`src/rtl/spi_slave_pkg.sv`:
```
// Shared definitions for the SPI slave register bank family.
// Contents: FSM state encoding, frame field widths, abort counter width,
// and helpers that size the frame and the per-field bit counter.
package spi_slave_pkg;

  typedef enum logic [2:0] {
    IDLE,
    DEV,
    BRST,
    REG,
    DATA,
    SKIP
  } state_t;

  localparam int RW_BITS     = 1;
  localparam int BURST_BITS  = 1;
  localparam int ABORT_CNT_W = 8;

  // Total bits in a single-word frame.
  function automatic int frame_len(input int dw, input int dev_aw, input int reg_aw);
    return RW_BITS + dev_aw + BURST_BITS + reg_aw + dw;
  endfunction

  // The bit counter is reused for every field, so it is sized by the widest one.
  function automatic int cnt_width(input int dw, input int dev_aw, input int reg_aw);
    int m;
    m = dw;
    if (dev_aw > m) m = dev_aw;
    if (reg_aw > m) m = reg_aw;
    return (m < 2) ? 1 : $clog2(m);
  endfunction

endpackage

```
`src/rtl/spi_slave_regbank_burst_regbank.sv`:
```
// spi_regbank: NREGS x DW register storage for the SPI slave.
// Ports: clk/rst (async active-low), we/widx/wdata write port,
// ridx/rdata combinational read port, regs_q flattened bank (reg i at [i*DW +: DW]).
module spi_regbank #(
  parameter int          DW      = 8,
  parameter int          REG_AW  = 3,
  parameter logic [DW-1:0] RST_VAL = '0
) (
  input  logic                       clk,
  input  logic                       rst,
  input  logic                       we,
  input  logic [REG_AW-1:0]          widx,
  input  logic [DW-1:0]              wdata,
  input  logic [REG_AW-1:0]          ridx,
  output logic [DW-1:0]              rdata,
  output logic [(2**REG_AW)*DW-1:0]  regs_q
);

  localparam int unsigned NREGS = 2**REG_AW;

  logic [DW-1:0] mem [NREGS];

  always_ff @(posedge clk or negedge rst) begin
    if (!rst) begin
      for (int unsigned i = 0; i < NREGS; i++) mem[i] <= RST_VAL;
    end else if (we) begin
      mem[widx] <= wdata;
    end
  end

  assign rdata = mem[ridx];

  always_comb begin
    regs_q = '0;
    for (int unsigned i = 0; i < NREGS; i++) regs_q[i*DW +: DW] = mem[i];
  end

endmodule

```
`src/rtl/spi_slave_regbank_burst.sv`:
```
// spi_slave_regbank_burst: multi-drop SPI target with device-address match,
// register bank and burst (auto-increment) mode.
// Ports: sclk (sole clock), rst (async active-low), cs (active-high), mosi,
// addr (strap), miso/miso_oe (registered), regs_q (flattened bank),
// wr_pulse/wr_idx (write strobe), abort_cnt (saturating aborted-frame count).
// Frame: RW, DEV (LSB first), BURST, REG (LSB first), DATA (MSB first).
module spi_slave_regbank_burst
  import spi_slave_pkg::*;
#(
  parameter int            DW      = 8,
  parameter int            DEV_AW  = 3,
  parameter int            REG_AW  = 3,
  parameter logic [DW-1:0] RST_VAL = '0
) (
  input  logic                       sclk,
  input  logic                       rst,
  input  logic                       cs,
  input  logic                       mosi,
  input  logic [DEV_AW-1:0]          addr,
  output logic                       miso,
  output logic                       miso_oe,
  output logic [(2**REG_AW)*DW-1:0]  regs_q,
  output logic                       wr_pulse,
  output logic [REG_AW-1:0]          wr_idx,
  output logic [ABORT_CNT_W-1:0]     abort_cnt
);

  localparam int CW = cnt_width(DW, DEV_AW, REG_AW);

  state_t            state;
  logic [CW-1:0]     cnt;
  logic              rw;
  logic              burst;
  logic [DEV_AW-1:0] dev_sr;
  logic [REG_AW-1:0] idx;
  // Only DW-1 bits are held: the bit on mosi completes a write word, and on
  // reads the MSB goes straight to miso at load time.
  logic [DW-2:0]     sr;

  logic [DEV_AW-1:0] dev_nx;
  logic [REG_AW-1:0] idx_nx;
  logic [REG_AW-1:0] idx_inc;
  logic [REG_AW-1:0] ridx;
  logic [DW-1:0]     rdata;
  logic [DW-1:0]     wdata;
  logic              last_dev;
  logic              last_reg;
  logic              last_data;
  logic              we;
  logic              abort;

  always_comb begin
    dev_nx    = DEV_AW'({mosi, dev_sr} >> 1);
    idx_nx    = REG_AW'({mosi, idx} >> 1);
    idx_inc   = idx + REG_AW'(1);
    last_dev  = (cnt == CW'(DEV_AW - 1));
    last_reg  = (state == REG)  && (cnt == CW'(REG_AW - 1));
    last_data = (state == DATA) && (cnt == CW'(DW - 1));
    // Read index is the just-completed REG field, or the next one in a burst.
    ridx      = (state == REG) ? idx_nx : idx_inc;
    wdata     = {sr, mosi};
    we        = cs && rw && last_data;
    // Data state on a word boundary (cnt==0) is a clean end, not an abort.
    abort     = (state == DEV) || (state == BRST) || (state == REG) ||
                ((state == DATA) && (cnt != '0));
  end

  spi_regbank #(
    .DW      (DW),
    .REG_AW  (REG_AW),
    .RST_VAL (RST_VAL)
  ) u_regbank (
    .clk    (sclk),
    .rst    (rst),
    .we     (we),
    .widx   (idx),
    .wdata  (wdata),
    .ridx   (ridx),
    .rdata  (rdata),
    .regs_q (regs_q)
  );

  always_ff @(posedge sclk or negedge rst) begin
    if (!rst) begin
      state     <= IDLE;
      cnt       <= '0;
      rw        <= 1'b0;
      burst     <= 1'b0;
      dev_sr    <= '0;
      idx       <= '0;
      sr        <= '0;
      miso      <= 1'b0;
      miso_oe   <= 1'b0;
      wr_pulse  <= 1'b0;
      wr_idx    <= '0;
      abort_cnt <= '0;
    end else begin
      wr_pulse <= 1'b0;
      if (!cs) begin
        if (abort && (abort_cnt != '1)) abort_cnt <= abort_cnt + ABORT_CNT_W'(1);
        state   <= IDLE;
        cnt     <= '0;
        miso    <= 1'b0;
        miso_oe <= 1'b0;
      end else begin
        case (state)
          IDLE: begin
            rw    <= mosi;
            cnt   <= '0;
            state <= DEV;
          end
          DEV: begin
            dev_sr <= dev_nx;
            if (last_dev) begin
              cnt   <= '0;
              state <= (dev_nx == addr) ? BRST : SKIP;
            end else begin
              cnt <= cnt + CW'(1);
            end
          end
          BRST: begin
            burst <= mosi;
            cnt   <= '0;
            state <= REG;
          end
          REG: begin
            idx <= idx_nx;
            if (last_reg) begin
              cnt   <= '0;
              state <= DATA;
              if (!rw) begin
                sr      <= rdata[DW-2:0];
                miso    <= rdata[DW-1];
                miso_oe <= 1'b1;
              end
            end else begin
              cnt <= cnt + CW'(1);
            end
          end
          DATA: begin
            sr <= wdata[DW-2:0];
            if (!rw) miso <= sr[DW-2];
            if (last_data) begin
              cnt <= '0;
              if (rw) begin
                wr_pulse <= 1'b1;
                wr_idx   <= idx;
              end
              if (burst) begin
                // Read bursts reload on the completing edge: no gap bit.
                idx <= idx_inc;
                if (!rw) begin
                  sr   <= rdata[DW-2:0];
                  miso <= rdata[DW-1];
                end
              end else begin
                state   <= SKIP;
                miso    <= 1'b0;
                miso_oe <= 1'b0;
              end
            end else begin
              cnt <= cnt + CW'(1);
            end
          end
          SKIP: begin
            miso_oe <= 1'b0;
          end
          default: state <= IDLE;
        endcase
      end
    end
  end

endmodule

```
`config.mk`:
```
export PLATFORM = sky130hd
export DESIGN_NAME = spi_slave_regbank_burst
export DESIGN_NICKNAME = d
export VERILOG_FILES = /design/src/rtl/spi_slave_pkg.sv /design/src/rtl/spi_slave_regbank_burst_regbank.sv /design/src/rtl/spi_slave_regbank_burst.sv
export SDC_FILE = /design/constraint.sdc
export NUM_CORES = 1
export LEC_CHECK = 0
export CORE_MARGIN = 2
export CORE_UTILIZATION = 53
export DETAILED_ROUTE_END_ITERATION = 7
export PLACE_DENSITY = 0.8
export SYNTH_ARGS = -nofsm -noshare
export SYNTH_HDL_FRONTEND = slang
export SYNTH_HIERARCHICAL = 1
export SYNTH_SLANG_ARGS = --single-unit
```
`constraint.sdc`:
```
create_clock -name sclk -period 3.2 [get_ports sclk]
set_input_delay 0.32 -clock sclk [delete_from_list [all_inputs] [get_ports sclk]]
set_output_delay 0.32 -clock sclk [all_outputs]
set_load 0.02 [all_outputs]
```
==> out/metrics.cfg <==
[synthesis]
syn_area_um2=4820
syn_nets=359
synthTopCellsByArea=dfrtp_1 51%, mux2_2 19%, mux4_1 8.2%, mux2i_1 1.7%, ha_1 1.6%
synth-main-ff-cell=dfrtp_1
synthDistinctLibCells=50
syn_inst=346
postSynth.asyncResetShare=1.00
synthTopCellsByCount=98 x dfrtp_1, 81 x mux2_2, 20 x nand2_1
synth_area_leader_cell=dfrtp_1
yosysWarnings=6
synth.most_common_cell=dfrtp_1
ys_ff_latch=98
syn_area_per_cell_um2=13.9
synth_top_area_frac=0.509
synth-seq-area-share=0.509
synth-edff-count=0

[cts]
post_cts_buffers=0
numCtsBuffers=9
clock_latency_ns=0.36
cts_tree=done
clk_pin_slew_ns=0.09
post_cts_resize_count=0
htreeDepth=3
clockBufferDepth=2
cts.sink_count=98
root_buffer=clkbuf_8
hold_buffers=0

[global_routing]
antenna_found_initial=0
first_global_vias=3288
overflow=0
grt_max_degree=60
grt_pass1_wl_um=17700
grt.total_usage=0.233

[final_layout]
design_area_um2=6030
nets=451
diodes=0
multi_input_area_um2=2250
fillers=615
seq_area_um2=2450
drive_gt1_frac=0.290
area_growth_pct=25.2

[timing]
clock.fmax_ghz=0.356
rsz0062_at_grt=no
hold_viol=0
hold_slack_ns=0.00993
fin_crit_ns=2.81
drv_slew=0
setup-tns-final_ns=0
finalCritPeriodShare=0.878
skew_ns=0.00744
worst_slack_ns=0.389
final-setup-viol-count=0
slew-limit-headroom=0.495
tightest_slew_ns=0.753

[drt]
routedWlPerCell_um=19.8
drt_wl_total_um=10900
drt_iter0_drc=185
detail_route.vias_per_cell=5.97
via_count=3284
drtPass1Iterations=4
antenna_left=0
drc_errors=0

[placed_design]
place_hpwl_um=7530
place_area_um2=5820
gp_congestion=0.853
place.port_buffers=84
dpl_worst_slack_ns=0.423

[flow_run]
cap_violations=0

[floorplan]
dieArea_um2=9870
die_y_um=99.4
start_util=0.550
placementRows=34
boundaryPins=85
coreArea_um2=8760
die_x_um=99.4

[setup_path]
max_stage_delay_ns=0.58
critPathBufInv=1
cp-end-kind=flop
startpoint_type=flop
critPathMaxFanout=14
cpMaxStageDelayCell=dfrtp_1
setup.worst_path.class=reg -> reg
required_ns=3.45
crit_arrival_ns=3.06
cp_top_family=multiplexers
crit_path_cell_trace=nand3b_4, nor2_1, a21oi_2, buf_4, mux4_1, mux2_2, mux2i_1, o21ai_0

[worst_hold_path]
hp-class=in -> async

[power]
p_leak_uw=0.00286
total_power_uw=2840
ir_drop_uv=391
p_per_area_nw_per_um2=471

[run_status]
status=finished clean

cell families (layout without fill, tap and decap cells):
family                     after synthesis  count (layout)  synth area share
buffers and inverters                   24             120            0.0283
adders and majority gates                6               6            0.0156
DFF                                     98              98             0.509
and+or+nand+nor                         66              66            0.0839
AOI/OAI and AO/OA                       36              36            0.0509
muxes                                  105             105             0.292
xor gates and xnor gates                11              11            0.0200
where the power goes:
group / internal [µW] / total (µW) / switching, µW
logic: 243 / 513 / 270
registers: 1320 / 1450 / 135
clock network: 442 / 878 / 436
total: 2000 / 2840 / 841
path summary, 6_finish.rpt:
check / from / to / slack (ns) / depth (start not counted)
max reg2reg: state[2] / sr[1] / 0.39 / 8
min: rst / dev_sr[2] / 0.01 / 1
max: state[2] / sr[1] / 0.39 / 8
min in group sclk: abort_cnt[7] / abort_cnt[7] / 0.50 / 1
min reg2reg: abort_cnt[7] / abort_cnt[7] / 0.50 / 1
max in group asynchronous: rst / sr[0] / 2.42 / 2
per-stage QoR:
| step | utilization | instances |
|---|---|---|
| finish | 0.688 | 550 |
| global route | 0.688 | 550 |
| CTS | 0.688 | 550 |
| detailed placement | 0.664 | 535 |
| global placement | 0.664 | 535 |
| floorplan | - | 346 |
registers in the layout, indices dropped and copies added, names as in the netlist:
signal / flops
state: 3
idx: 3
abort_cnt: 8
sr: 7
miso_oe: 1
cnt: 3
miso: 1
burst: 1
rw: 1
wr_idx: 3
dev_sr: 2
wr_pulse: 1
u_regbank/regs_q: 64
layout by cell type (no fill, tap or decap), types with 3 or more instances in the layout:
master           instances
clkdlybuf4s50_1         83
nand3_1                  3
mux2_2                  81
o21ai_0                 14
dfrtp_1                 98
xor2_1                   4
nor2_1                   8
and3_1                   4
xnor2_1                  7
mux4_1                  15
clkbuf_8                 9
mux2i_1                  8
nor3_1                   3
a21oi_1                  6
ha_1                     6
nand2_1                 20
nand4b_1                 3
inv_1                    4
nand4_1                  4
nand2b_1                 5
buf_4                   17
nor4bb_2                 3
final cells by class:
class | instances | share of cell area
sequential | 98 | 0.407
multi-input combinational | 224 | 0.373
timing repair buffer | 100 | 0.159
tap | 108 | 0.0224
clock buffer | 9 | 0.0205
clock inverter | 6 | 0.0149
inverter | 5 | 0.00311
per-layer routing:
| layer | wire length [µm] | vias to the layer above | track usage |
|---|---|---|---|
| met2 | 5100 | 102 | 0.362 |
| li1 | - | 1476 | - |
| met4 | 238 | 0 | 0.0896 |
| met3 | 544 | 16 | 0.0464 |
| met1 | 4980 | 1690 | 0.329 |
| met5 | 0 | - | 0 |
No activity file was read; power rests on OpenSTA's default activity.
==> patch 1, RTL diff (same flow settings) <==
Set the parameter `DEV_AW` to 5 (it was 3).
--- a/src/rtl/spi_slave_regbank_burst.sv
+++ b/src/rtl/spi_slave_regbank_burst.sv
@@ -8,7 +8,7 @@
   import spi_slave_pkg::*;
 #(
   parameter int            DW      = 8,
-  parameter int            DEV_AW  = 3,
+  parameter int            DEV_AW  = 5,
   parameter int            REG_AW  = 3,
   parameter logic [DW-1:0] RST_VAL = '0
 ) (
Ports: changed (resized addr); port bits go from 85 to 87. The function was not compared with the original's and may differ.
==> patch 1 against the unedited design <==
  * Setup slack better by 0.088 ns
  * Clock skew rose by 0.00060 ns
  * First-iteration DRC count down 15%
  * Area after synthesis up 3.0%
  * Routed wire length grew 6.2%
  * Fmax is 3.2% higher
  * Via count rose by 2.7%
  * Final area grew 2.6%
  * Sequential cell count is 2 higher
  * Worst hold slack improved by 0.010 ns
  * Synthesized cell count rose by 4.0%
  * Power grew 18%
  * Critical endpoint is now sr[3]$_DFFE_PN0P_
==> patch 1: results <==
final_layout:
  n_fill_cell: 657
  largest_reg_flops: 64
  syn2layout_area_growth_pct: 24.62
  nNetsFinal: 467
  drive_above_1_share_pct: 27.41
  layout.cells.non_filler: 567
global_route:
  first_global_vias: 3387
  grt_pass1_wl_mm: 18.55
  grtUsageTotal_pct: 24.06
  grt_max_degree: 62
yosys:
  synth_xor_xnor_area_share_pct: 1.764
  synthAdderAreaFrac_pct: 1.512
  synth.area.top_cells: "dfrtp_1 (50%), mux2_2 (19%), mux4_1 (7.9%)"
  syn-mean-instance-area_um2: 13.79
  synth_top_flop_cell: "dfrtp_1"
  synthTopCellsByCount: "dfrtp_1 (100), mux2_2 (84), nand2_1 (20)"
  yosysUniqueCellTypes: 51
  synth.net_count: 375
  synth_compound_area_share_pct: 5.141
  seq_area_frac_synth_pct: 50.40
  synth.area.mux_share_pct: 29.28
placement:
  placedCellCount: 552
  hpwlAfterDp_mm: 7.873
  dpl_cell_area_um2: 5973
  io_buffers: 86
  pre_cts_ws_ns: 0.5518
  gp_congestion: 0.9165
power_and_ir_drop:
  ir_drop_mv: 0.2314
  leakage_nw: 2.892
run_status:
  status: "complete, no violations"
drt:
  routedWlPerCell_um: 20.35
  drt_iter0_drc: 158
  first_pass_iters: 5
  vias_per_cell: 5.951
timing:
  finClkSkew_ns: 0.008042
  hold_viol: 0
  tightestPinTransition_ns: 0.8033
setup_path:
  path_delay_family: "multiplexers"
  cp.arrival_ns: 2.96
clock_tree:
  clockBufferDepth: 2
die:
  initial_core_util_pct: 54.24
## patch 1: path summary, 6_finish.rpt
| check | endpoint | startpoint | slack, ns | cells after the start |
|---|---|---|---|---|
| worst max-delay path | sr[3]$_DFFE_PN0P_ | state[2]$_DFFE_PN0P_ | 0.48 | 7 |
| worst min-delay path | u_regbank/regs_q[24]$_DFFE_PN0P_ | rst | 0.02 | 1 |
| worst max register to register | sr[3]$_DFFE_PN0P_ | state[2]$_DFFE_PN0P_ | 0.48 | 7 |
| worst min register to register | abort_cnt[5]$_DFFE_PN0P_ | abort_cnt[5]$_DFFE_PN0P_ | 0.50 | 1 |
| max in group asynchronous | sr[3]$_DFFE_PN0P_ | rst | 2.34 | 2 |
| min in group sclk | abort_cnt[5]$_DFFE_PN0P_ | abort_cnt[5]$_DFFE_PN0P_ | 0.50 | 1 |
## patch 1: power breakdown
| group | internal [mW] | switching [mW] | total, mW |
|---|---|---|---|
| Combinational | 0.442 | 0.497 | 0.939 |
| Sequential | 1.37 | 0.165 | 1.54 |
| Clock | 0.442 | 0.446 | 0.888 |
| Total | 2.26 | 1.11 | 3.37 |
## patch 1: layer usage
layer | vias up | GRT usage (%) | part of all wire (%)
li1 | 1530 | - | -
met1 | 1724 | 33.30 | 44
met2 | 109 | 38.97 | 50
met3 | 11 | 5.548 | 5.6
met4 | 0 | 5.690 | 0.80
met5 | - | 0 | 0
## patch 1: area by class of cell
cell class	count	share of cell area [%]
Timing Repair Buffer	101	15.69
Tap cell	111	2.245
Sequential cell	100	40.44
Inverter	5	0.3033
Clock buffer	10	2.063
Multi-Input combinational cell	235	37.86
Clock inverter	5	1.395
==> patch 2, RTL diff (same flow settings) <==
Made on the original files. Encoding of `state_t`: now one-hot (6 bits for 6 states).
--- a/src/rtl/spi_slave_pkg.sv
+++ b/src/rtl/spi_slave_pkg.sv
@@ -3,13 +3,13 @@
 // and helpers that size the frame and the per-field bit counter.
 package spi_slave_pkg;
 
-  typedef enum logic [2:0] {
-    IDLE,
-    DEV,
-    BRST,
-    REG,
-    DATA,
-    SKIP
+  typedef enum logic [5:0] {
+    IDLE = 6'b000001,
+    DEV  = 6'b000010,
+    BRST = 6'b000100,
+    REG  = 6'b001000,
+    DATA = 6'b010000,
+    SKIP = 6'b100000
   } state_t;
 
   localparam int RW_BITS     = 1;
Formal check against the unedited RTL: same outputs for any inputs over 10 cycles, from zero or initial values and one cycle with rst low; not proved beyond that.
==> patch 2 against the unedited design <==
  * Setup slack worse by 0.078 ns
  * Area after synthesis up 7.1%
  * Routed wire length up 8.9%
  * Worst hold slack better by 0.13 ns
  * Power down 6.2%
  * Final area up 6.1%
  * Sequential cell count up 3
  * First-iteration DRC count up 29%
  * Highest routed layer unchanged
==> patch 2: results <==
final_layout:
  drive_above_1_share_pct: 27.33
  nNetsFinal: 502
  antenna_cells: 0
  largest_reg_flops: 64
drt:
  drt_iter0_drc: 238
  first_pass_iters: 4
  routedWlPerCell_um: 18.87
  vias: 3570
setup_path:
  worstPathMaxFanout: 10
  path_delay_family: "simple AND/OR/NAND/NOR gates"
  cpPeakStageDelay_ns: 0.58
  cp.arrival_ns: 3.14
  crit_slowest_cell: "mux4_1"
clock_tree:
  htreeDepth: 3
  clk_latency_ns: 0.36
  postCtsSetupBuffers: 0
  clock_tree.root_cell: "clkbuf_8"
  clk_pin_slew_ns: 0.11
  ctsResizeCount: 0
  cts_made_buffers: 9
  clockBufferDepth: 2
yosys:
  synth.net_count: 405
  synthTopCellsByCount: "dfrtp_1 (100), mux2_2 (75), nand2_1 (29)"
  synth_top_flop_cell: "dfrtp_1"
  seq_area_frac_synth_pct: 49.01
  yosysUniqueCellTypes: 64
  async_flop_share_pct: 100.0
  yosysWarningCount: 6
  synth.area.top_cells: "dfrtp_1 (48%), mux2_2 (16%), mux4_1 (7.6%)"
power_and_ir_drop:
  power.net_switching_mw: 0.8114
  leakage_nw: 3.030
  ir_drop_mv: 0.2761
run_status:
  status: "complete, no violations"
global_route:
  first_global_vias: 3491
  grtUsageTotal_pct: 23.34
  antenna_found_initial: 0
  grt_max_degree: 89
  grt_pass1_wl_mm: 18.49
timing:
  hold_viol: 0
  finClkSkew_ns: 0.01435
  max-slew-margin-rel_pct: 25.51
hold_path:
  hp-class: "primary input to asynchronous set/reset pin"
placement:
  hpwlAfterDp_mm: 8.340
  gp_congestion: 0.9677
  io_buffers: 84
patch 2: changes by cell type after synthesis, sizes merged, moves of 3 or more:
cell    change
a21oi       +4
buf         +4
clkbuf      -3
mux2        -3
nand2       +9
nand3       +6
nor2        +7
nor2b       +3
or2         +3
xnor2       +3
patch 2: worst paths after layout:
| kind | start | end | slack (ns) | cells past startpoint |
|---|---|---|---|---|
| setup / recovery | state[5]$_DFFE_PN0P_ | miso$_DFFE_PN0P_ | 0.31 | 8 |
| hold / removal | rst | u_regbank/regs_q[36]$_DFFE_PN0P_ | 0.14 | 1 |
| setup reg to reg | state[5]$_DFFE_PN0P_ | miso$_DFFE_PN0P_ | 0.31 | 8 |
| hold reg to reg | wr_idx[0]$_DFFE_PN0P_ | wr_idx[0]$_DFFE_PN0P_ | 0.49 | 2 |
| max in group asynchronous | rst | u_regbank/regs_q[7]$_DFFE_PN0P_ | 2.24 | 2 |
| min in group sclk | wr_idx[0]$_DFFE_PN0P_ | wr_idx[0]$_DFFE_PN0P_ | 0.49 | 2 |
patch 2: cell families (layout without fill, tap and decap cells):
family / count (synthesis) / count (layout) / share of synthesized area, %
AO/OA/AOI/OAI: 45 / 45 / 5.990
XOR/XNOR: 14 / 14 / 2.376
adder cells (fa/ha/maj): 6 / 6 / 1.455
buffers and inverters: 26 / 128 / 3.079
flip-flops: 101 / 101 / 49.01
multiplexers: 102 / 102 / 26.65
AND/OR/NAND/NOR: 98 / 98 / 11.45
patch 2: final cells by class:
type                    instances  area (µm²)
multi-input cells             265        2495
fillers                       722        3196
well taps                     133       166.4
repair buffers                106        1003
clock inverters                 6       55.05
inverters                       6       22.52
clock buffers                  10       127.6
flip-flops and latches        101        2529
patch 2: metrics by stage:
step / power (mW) / std cells / instance area (µm²) / worst slack, ns / hold slack (ns)
floorplan: 1.779 / 392 / 5160 / 0.1841 / 0.02441
global placement: 1.912 / 611 / 6216 / 0.4197 / 0.4645
detailed placement: 1.930 / 611 / 6216 / 0.3440 / 0.4718
CTS: 2.677 / 627 / 6399 / 0.3407 / 0.1884
global route: 2.798 / 627 / 6399 / 0.1744 / 0.2126
finish: 2.666 / 627 / 6399 / 0.3110 / 0.1377
patch 2: per-layer routing:
metal	global-route usage (%)	vias to the layer above	share of wire, %
li1	-	1653	-
met1	33.53	1806	45
met2	38.01	99	49
met3	3.322	12	5.4
met4	5.436	0	1.2
met5	0	-	0
patch 2: power groups by stage:
stage / registers (mW) / clock network, mW / logic (mW)
2_1_floorplan: 1.45 / 0 / 0.328
3_3_place_gp: 1.47 / 0 / 0.447
3_5_place_dp: 1.47 / 0 / 0.455
4_1_cts: 1.45 / 0.765 / 0.462
5_1_grt: 1.47 / 0.829 / 0.504
6_report: 1.45 / 0.755 / 0.460
